File: config.mk
export PLATFORM = sky130hd
export DESIGN_NAME = cfg_reg_bank
export DESIGN_NICKNAME = d
export VERILOG_FILES = /design/src/rtl/cfg_reg_bank.sv
export SDC_FILE = /design/constraint.sdc
export NUM_CORES = 1
export LEC_CHECK = 0
export ABC_AREA = 1
export BUFFER_PORTS_ARGS = -buffer_cell sky130_fd_sc_hd__buf_4
export CAP_MARGIN = 20
export CORE_MARGIN = 2
export CORE_UTILIZATION = 39
export CTS_CLUSTER_SIZE = 14
export DETAILED_ROUTE_END_ITERATION = 8
export GPL_ROUTABILITY_DRIVEN = 0
export PLACE_DENSITY_LB_ADDON = 0.3
export SKIP_LAST_GASP = 1
export SLEW_MARGIN = 20
export SYNTH_ARGS = -nofsm -noshare
export SYNTH_HDL_FRONTEND = slang
export SYNTH_SLANG_ARGS = --single-unit
File: constraint.sdc
create_clock -name s_axi_aclk -period 3.7 [get_ports s_axi_aclk]
set_clock_uncertainty 0.2 [all_clocks]
set_input_delay 0.925 -clock s_axi_aclk [delete_from_list [all_inputs] [get_ports s_axi_aclk]]
set_output_delay 0.925 -clock s_axi_aclk [all_outputs]
set_load 0.1 [all_outputs]
File: src/rtl/cfg_reg_bank.sv
// Four-register control/status bank behind the AXI4-Lite config slave.
// Optional macro CFG_REGS_COUNT_RDCLR_EN: reading COUNT also clears it.
module cfg_reg_bank #(
    parameter logic [31:0] PARAM_RST = 32'h0000_0000,
    parameter logic [7:0]  MODE_RST  = 8'h00
) (
    input  logic        s_axi_aclk,
    input  logic        s_axi_areset,
    input  logic [3:0]  reg_addr,
    input  logic        reg_wr_en,
    input  logic [31:0] reg_wdata,
    input  logic [3:0]  reg_wstrb,
    input  logic        reg_rd_en,
    output logic [31:0] reg_rdata,
    output logic        reg_rvalid,
    input  logic        hw_busy,
    input  logic        hw_done,
    input  logic        hw_err,
    output logic        ctrl_enable,
    output logic [7:0]  ctrl_mode,
    output logic        ctrl_start,
    output logic [31:0] param,
    output logic        irq
);

    logic        irq_en_q;
    logic        done_q;
    logic        err_q;
    logic [31:0] count_q;

    logic        wr_any;
    logic [1:0]  idx;
    logic        ctrl_wr;
    logic        stat_clr_wr;
    logic        cnt_wr;
    logic        start_cmd;
    logic        rd_count_clr;
    logic        done_next;
    logic        err_next;
    logic [31:0] count_next;
    logic [31:0] rd_word;
    logic        unused_addr;

    assign unused_addr = &{1'b0, reg_addr[1:0]};

    always_comb begin
        wr_any      = reg_wr_en && (reg_wstrb != 4'b0000);
        idx         = reg_addr[3:2];
        ctrl_wr     = wr_any && (idx == 2'd0);
        stat_clr_wr = wr_any && (idx == 2'd1) && reg_wstrb[0];
        cnt_wr      = wr_any && (idx == 2'd3);
        // Start requires the post-write enable, which is wdata[0] whenever wstrb[0] is set.
        start_cmd   = ctrl_wr && reg_wstrb[0] && reg_wdata[1] && reg_wdata[0];
`ifdef CFG_REGS_COUNT_RDCLR_EN
        rd_count_clr = reg_rd_en && (idx == 2'd3);
`else
        rd_count_clr = 1'b0;
`endif

        // Hardware set has priority over W1C.
        done_next = hw_done | (done_q & ~(stat_clr_wr & reg_wdata[1]));
        err_next  = hw_err | (start_cmd & hw_busy)
                  | (err_q & ~(stat_clr_wr & reg_wdata[2]));

        count_next = (cnt_wr || rd_count_clr) ? 32'h0 : count_q;
        if (hw_done) begin
            count_next = count_next + 32'h1;
        end

        rd_word = 32'h0;
        case (idx)
            2'd0: rd_word = {16'h0, ctrl_mode, 5'b0, irq_en_q, 1'b0, ctrl_enable};
            2'd1: rd_word = {29'h0, err_q, done_q, hw_busy};
            2'd2: rd_word = param;
            default: rd_word = count_q;
        endcase
    end

    always_ff @(posedge s_axi_aclk) begin
        if (s_axi_areset) begin
            reg_rdata   <= 32'h0;
            reg_rvalid  <= 1'b0;
            ctrl_start  <= 1'b0;
            irq         <= 1'b0;
            ctrl_enable <= 1'b0;
            irq_en_q    <= 1'b0;
            ctrl_mode   <= MODE_RST;
            param       <= PARAM_RST;
            done_q      <= 1'b0;
            err_q       <= 1'b0;
            count_q     <= 32'h0;
        end else begin
            reg_rvalid <= reg_rd_en;
            // Read mux uses current (pre-write) state, so collisions return old data.
            if (reg_rd_en) begin
                reg_rdata <= rd_word;
            end
            ctrl_start <= start_cmd && !hw_busy;
            irq        <= irq_en_q & (done_q | err_q);
            if (ctrl_wr && reg_wstrb[0]) begin
                ctrl_enable <= reg_wdata[0];
                irq_en_q    <= reg_wdata[2];
            end
            if (ctrl_wr && reg_wstrb[1]) begin
                ctrl_mode <= reg_wdata[15:8];
            end
            if (wr_any && (idx == 2'd2)) begin
                for (int b = 0; b < 4; b++) begin
                    if (reg_wstrb[b]) begin
                        param[b*8 +: 8] <= reg_wdata[b*8 +: 8];
                    end
                end
            end
            done_q  <= done_next;
            err_q   <= err_next;
            count_q <= count_next;
        end
    end

endmodule

==> results of run 1 <==
[per-stage QoR]
stage	hold slack (ns)	instance area, sq um
final	0.2743	6551
after global routing	0.2963	6551
after CTS	0.2720	6551
after detailed placement	0.2590	6246
after global placement	0.2575	6246
after floorplan	0.2381	5216
[sequential cells by signal, summed over array words and instances (netlist names)]
| name | cells |
|---|---|
| count_q | 32 |
| param | 32 |
| reg_rdata | 32 |
| ctrl_mode | 8 |
| ctrl_enable | 1 |
| ctrl_start | 1 |
| done_q | 1 |
| err_q | 1 |
| irq | 1 |
| irq_en_q | 1 |
| reg_rvalid | 1 |
[routing by layer]
| metal | wire (microns) | GRT usage [%] | share of wire [%] |
|---|---|---|---|
| met5 | 0 | 0 | 0 |
| met4 | 153 | 5.000 | 1.1 |
| met3 | 800 | 3.375 | 5.7 |
| met2 | 6242 | 30.79 | 44 |
| met1 | 6835 | 28.83 | 49 |
[final cells by class]
type	instances	area (sq um)
Timing Repair Buffer	128	985.9
Inverter	92	347.8
Clock inverter	7	80.08
Fill cell	1351	6586
Tap cell	176	220.2
Sequential cell	111	2222
Multi-Input combinational cell	508	2470
Clock buffer	9	225.2
[power by group through the flow]
stage               logic [uW]  registers [uW]  clock network (uW)
floorplan                  118            1510                   0
global placement           478            1280                   0
detailed placement         480            1280                   0
CTS                        481            1250                1030
global route               508            1260                1080
finish                     481            1250                1010
[path summary, 6_finish.rpt]
path / cells past startpoint / to / startpoint
worst min-delay path: 2 / param[29] / param[29]
worst max-delay path: 16 / count_q[28] / reg_addr[2]
worst max register to register: 12 / count_q[28] / count_q[0]
worst min register to register: 2 / param[29] / param[29]
[worst reg2reg max path: cells and delay by family (launching register included)]
family	cells	cell delay, ns
buffers and inverters	2	0.17
DFF	1	0.37
and+or+nand+nor	9	1.12
adders and majority gates	1	0.15
[cells by family (layout without fill, tap and decap cells)]
kind of cell / count (synthesis) / count (layout) / share of synthesized area, %
adders and majority gates: 1 / 1 / 0.2398
and+or+nand+nor: 335 / 335 / 28.93
buffers and inverters: 128 / 236 / 10.05
DFF: 111 / 111 / 42.60
AOI/OAI and AO/OA: 172 / 172 / 18.18
[cells in the mapped netlist (2+ instances only)]
library cell	number	area share, %
nand2_1	145	10
dfxtp_1	111	43
nor2_1	101	7.3
inv_1	90	6.5
o21ai_0	86	8.3
a21oi_1	58	5.6
nand3_1	40	3.8
clkbuf_1	26	1.9
nor2_2	11	1.3
a41oi_1	9	1.5
nor3_1	9	0.86
nand4_1	7	0.84
o221ai_1	7	1.2
nand3_2	6	1.2
buf_2	5	0.48
a31o_2	3	0.50
a31oi_1	3	0.36
nor2_4	3	0.65
buf_6	2	0.43
nand2_2	2	0.24
nand3b_1	2	0.29
nor3_2	2	0.38
o21a_1	2	0.29
o21ai_1	2	0.19
==> flow_summary_export.csv, run 1 <==
group,metric,value,unit
floorplan,die_y,119.7,microns
synth,syn_inst,747,
critical_path,worstSetupPathType,"in -> reg",
final_layout,final_common_cell,"nand2_1",
power,p_leak,0.002773,uW
power,netSwitchingFraction,31.43,%
final_layout,final_core_util,49.87,%
clocking,cts_tree,"yes",
synth,async_flop_share,0,%
sta,worst_pin_slew,0.5300,ns
critical_path,cpMaxStageDelayCell,"nor2_1",
drt,wirelength,14.03,mm
clocking,clock_sinks,111,
critical_path,cp-start-kind,"primary input",
clocking,clk_latency,0.35,ns
sta,fin_crit,2.833,ns
sta,setup_viol,0,
synth,yosysWarnings,0,
floorplan,die_area,0.01432,sq mm
floorplan,start_util,39.70,%
drt,dr.pass1.iters,4,
synth,synth_seq_area_share,42.60,%
power,ir_drop,0.0002189,V
floorplan,coreArea,0.01314,sq mm
final_layout,drive_gt1_share,21.05,%
drt,drtAntennaViolNets,0,
clocking,numCtsBuffers,9,
critical_path,end_kind,"flip-flop",
final_layout,stdcell_count,1031,
global_route,grt_pass1_vias,4693,
floorplan,io_pins,123,
drt,vias,5108,
final_layout,layout_common_cells,"nand2_1, buf_4, dfxtp_1, nor2_1, inv_1",
sta,clock.fmax,353.0,MHz
critical_path,cp_cell_sequence,"buf_4 -> nand2_4 -> inv_4 -> nand3_4 -> nand2_1 -> inv_1 -> ha_1 -> nand2_1 -> inv_1 -> nand4_4 -> nor2_4 -> nand3b_1 -> nor2_1 -> nand3_1 -> nand2_1 -> nor2_1",
clocking,clock-root-buffer,"clkbuf_16",
critical_path,path_delay_family,"simple AND/OR/NAND/NOR gates",
synth,synth_edf_count,0,
critical_path,cp_num_buf_inv,4,
critical_path,crit_required,3.75,ns
final_layout,area_growth,25.59,%
global_route,grt_max_degree,55,
synth,yosysUniqueCellTypes,39,
sta,rsz0062_at_grt,"no",
global_route,grt_pass1_wl,23.24,mm
power,p_comb_share,17.5,%
synth,synth_nets,795,
global_route,grt_antenna_before_repair,0,
final_layout,antenna_cells,0,
clocking,cts_setup_buffers,0,
sta,relSlewSlack,64.58,%
critical_path,crit_arrival,2.88,ns
sta,timing.final.crit_share,76.56,%
sta,fin_ws,0.8673,ns
hold_path,holdCritPathClass,"reg -> reg",
synth,netlist_area,0.005216,sq mm
global_route,grt_usage,19.91,%
sta,fin_setup_tns,0,ns
placed_design,io_buffers,120,
global_route,overflow,0,
clocking,path_clk_slew,0.08,ns
synth,synth_seq_cells,111,
power,pwr_density_cell,418.8,mW/mm^2
drt,drt_iter0_markers,384,
placed_design,dpl.hpwl,10.11,mm
run,cap_viol_max_count,0,
power,switchingPower,862.4,uW
synth,synthFlopType,"dfxtp_1",
critical_path,cp_common_cell,"nand2_1",
power,p_seq_share,45.7,%
power,power.internal,1882,uW
final_layout,final_net_count,898,
placed_design,place_ws,0.4979,ns
floorplan,die_width,119.7,microns
placed_design,placed_cells,1015,
clocking,htreeDepth,3,
clocking,cts_buffer_depth,2,
run_status,status,"finished, final reports clean",
critical_path,crit_fanout,26,
clocking,ctsHoldBuffers,0,
sta,hold_viol,0,
drt,wire_per_inst,13.61,microns
critical_path,reg2reg_slack,1.60,ns
synth,syn_avg_cell_area,6.983,sq um
drt,drt-vias-per-instance,4.954,
power,total_power,2744,uW
critical_path,slowest_delay,0.23,ns
clocking,cts_resized,0,
sta,slew_viol_final,0,
power,clock_power_share,36.8,%
floorplan,std_cell_rows,42,
drt,drc,0,
Note: power is estimated with default switching activity, not from simulation.
==> inputs of run 2 (changes only) <==
Clock period 3.7 ns to 2.7 ns, I/O delays scaled along.
==> run 2 against run 1 <==
Compared with the run above:
- setup slack got worse by 0.56 ns
- utilization increased by 0.98 points
- critical path depth fell by 7
- largest power group unchanged
==> flow_summary_export.csv, run 2 (synthesis results as in run 1) <==
group,metric,value,unit
run_status,status,"finished, final reports clean",
critical_path,crit_arrival,2.42,ns
clocking,numCtsBuffers,9,
clocking,cts_buffer_depth,2,
global_route,grt_usage,20.25,%
critical_path,worstSetupPathType,"in -> reg",
clocking,htreeDepth,3,
sta,slew_viol_final,0,
sta,rsz0062_at_grt,"no",
final_layout,drive_gt1_share,23.61,%
final_layout,final_area,0.006680,sq mm
critical_path,crit_required,2.73,ns
run,cap_viol_max_count,0,
floorplan,io_pins,123,
placed_design,io_buffers,120,
final_layout,area_growth,28.06,%
floorplan,std_cell_rows,42,
critical_path,crit_fanout,16,
drt,drc,0,
sta,fin_crit,2.395,ns
critical_path,cp-start-kind,"primary input",
critical_path,end_kind,"flip-flop",
final_layout,final_common_cell,"nand2_1",
drt,drtAntennaViolNets,0,
floorplan,start_util,39.70,%
power,ir_drop,0.0002928,V
floorplan,coreArea,0.01314,sq mm
clocking,ctsHoldBuffers,0,
drt,wire_per_inst,13.75,microns
global_route,grt_max_degree,57,
final_layout,final_core_util,50.85,%
sta,fin_ws,0.3047,ns
final_layout,reg_top3,"count_q: 32 flops, param: 32 flops, reg_rdata: 32 flops",
final_layout,layout_common_cells,"nand2_1, buf_4, dfxtp_1, nor2_1",
hold_path,holdCritPathClass,"reg -> reg",
clocking,clk_latency,0.35,ns
global_route,grt_pass1_wl,23.61,mm
placed_design,place_ws,-0.3891,ns
final_layout,final_net_count,907,
sta,relSlewSlack,60.93,%
power,p_leak,0.002824,uW
sta,hold_viol,0,
clocking,cts_tree,"yes",
drt,vias,5133,
drt,drt_iter0_markers,382,
clocking,path_clk_slew,0.08,ns
floorplan,die_area,0.01432,sq mm
placed_design,post_dp_cell_area,0.006364,sq mm
drt,wirelength,14.30,mm
drt,dr.pass1.iters,5,
global_route,grt_pass1_vias,4807,
sta,fin_setup_tns,0,ns
floorplan,die_y,119.7,microns
clocking,clock-root-buffer,"clkbuf_16",
drt,drt-vias-per-instance,4.936,
clocking,clock_sinks,111,
sta,timing.final.crit_share,88.71,%
sta,clock.fmax,417.5,MHz
final_layout,fillers,1318,
sta,worst_pin_slew,0.5855,ns
placed_design,dpl.hpwl,10.39,mm
sta,setup_viol,0,
floorplan,die_width,119.7,microns
global_route,overflow,0,
final_layout,antenna_cells,0,
global_route,grt_antenna_before_repair,0,
power,pwr_density_cell,568.5,mW/mm^2
==> run 2: cell count changes in the layout (fill, tap and decap cells not counted), sizes merged <==
cell	change
clkinv	-1
clkbuf	+1
buf	+9
==> run 2: layout make-up <==
cell class | count | area [sq um] | share of cell area (%)
Multi-Input combinational cell | 508 | 2522 | 37.76
Sequential cell | 111 | 2222 | 33.26
Timing Repair Buffer | 137 | 1054 | 15.77
Inverter | 92 | 347.8 | 5.207
Clock buffer | 10 | 239.0 | 3.577
Tap cell | 176 | 220.2 | 3.296
Clock inverter | 6 | 75.07 | 1.124
==> run 2: final timing paths <==
kind                                    from     endpoint  slack (ns)  cells past startpoint
worst max-delay path            reg_wstrb[0]    param[27]        0.30                      9
worst min-delay path               param[21]    param[21]        0.27                      2
worst max register to register    count_q[0]  count_q[28]        0.73                     12
worst min register to register     param[21]    param[21]        0.27                      2
==> run 2: repair_timing <==
action | in CTS | in global routing
gates resized for setup | 1 | 0
buffers inserted | 0 | 0
endpoints found under the setup margin | 3 | 0
==> run 2: per-layer routing <==
layer	track usage (%)	up-vias	part of all wire [%]
met5	0	-	0
met4	5.662	0	1.1
met3	2.852	12	4.5
li1	-	2666	-
met2	31.57	137	45
met1	29.26	2318	49
==> run 2: power breakdown <==
part / switching [uW] / internal [uW]
clock: 648 / 761
sequential: 33.4 / 1690
combinational: 504 / 165
total: 1190 / 2610
==> run 2: metrics by stage <==
stage / instances / hold WS, ns / total power, uW
4_1_cts: 1040 / 0.2740 / 3820
3_3_place_gp: 1024 / 0.2585 / 2422
2_1_floorplan: 747 / 0.2381 / 2243
3_5_place_dp: 1024 / 0.2617 / 2425
6_report: 1040 / 0.2726 / 3798
5_1_grt: 1040 / 0.2993 / 3934
==> run 2: worst max-delay path: stages <==
cell     delay, ns
buf_4         0.12
nor2_4        0.04
nand2_2       0.08
buf_4         0.12
nand2_1       0.07
nor2_2        0.46
nand2_1       0.49
o21ai_0       0.30
a21oi_1       0.06
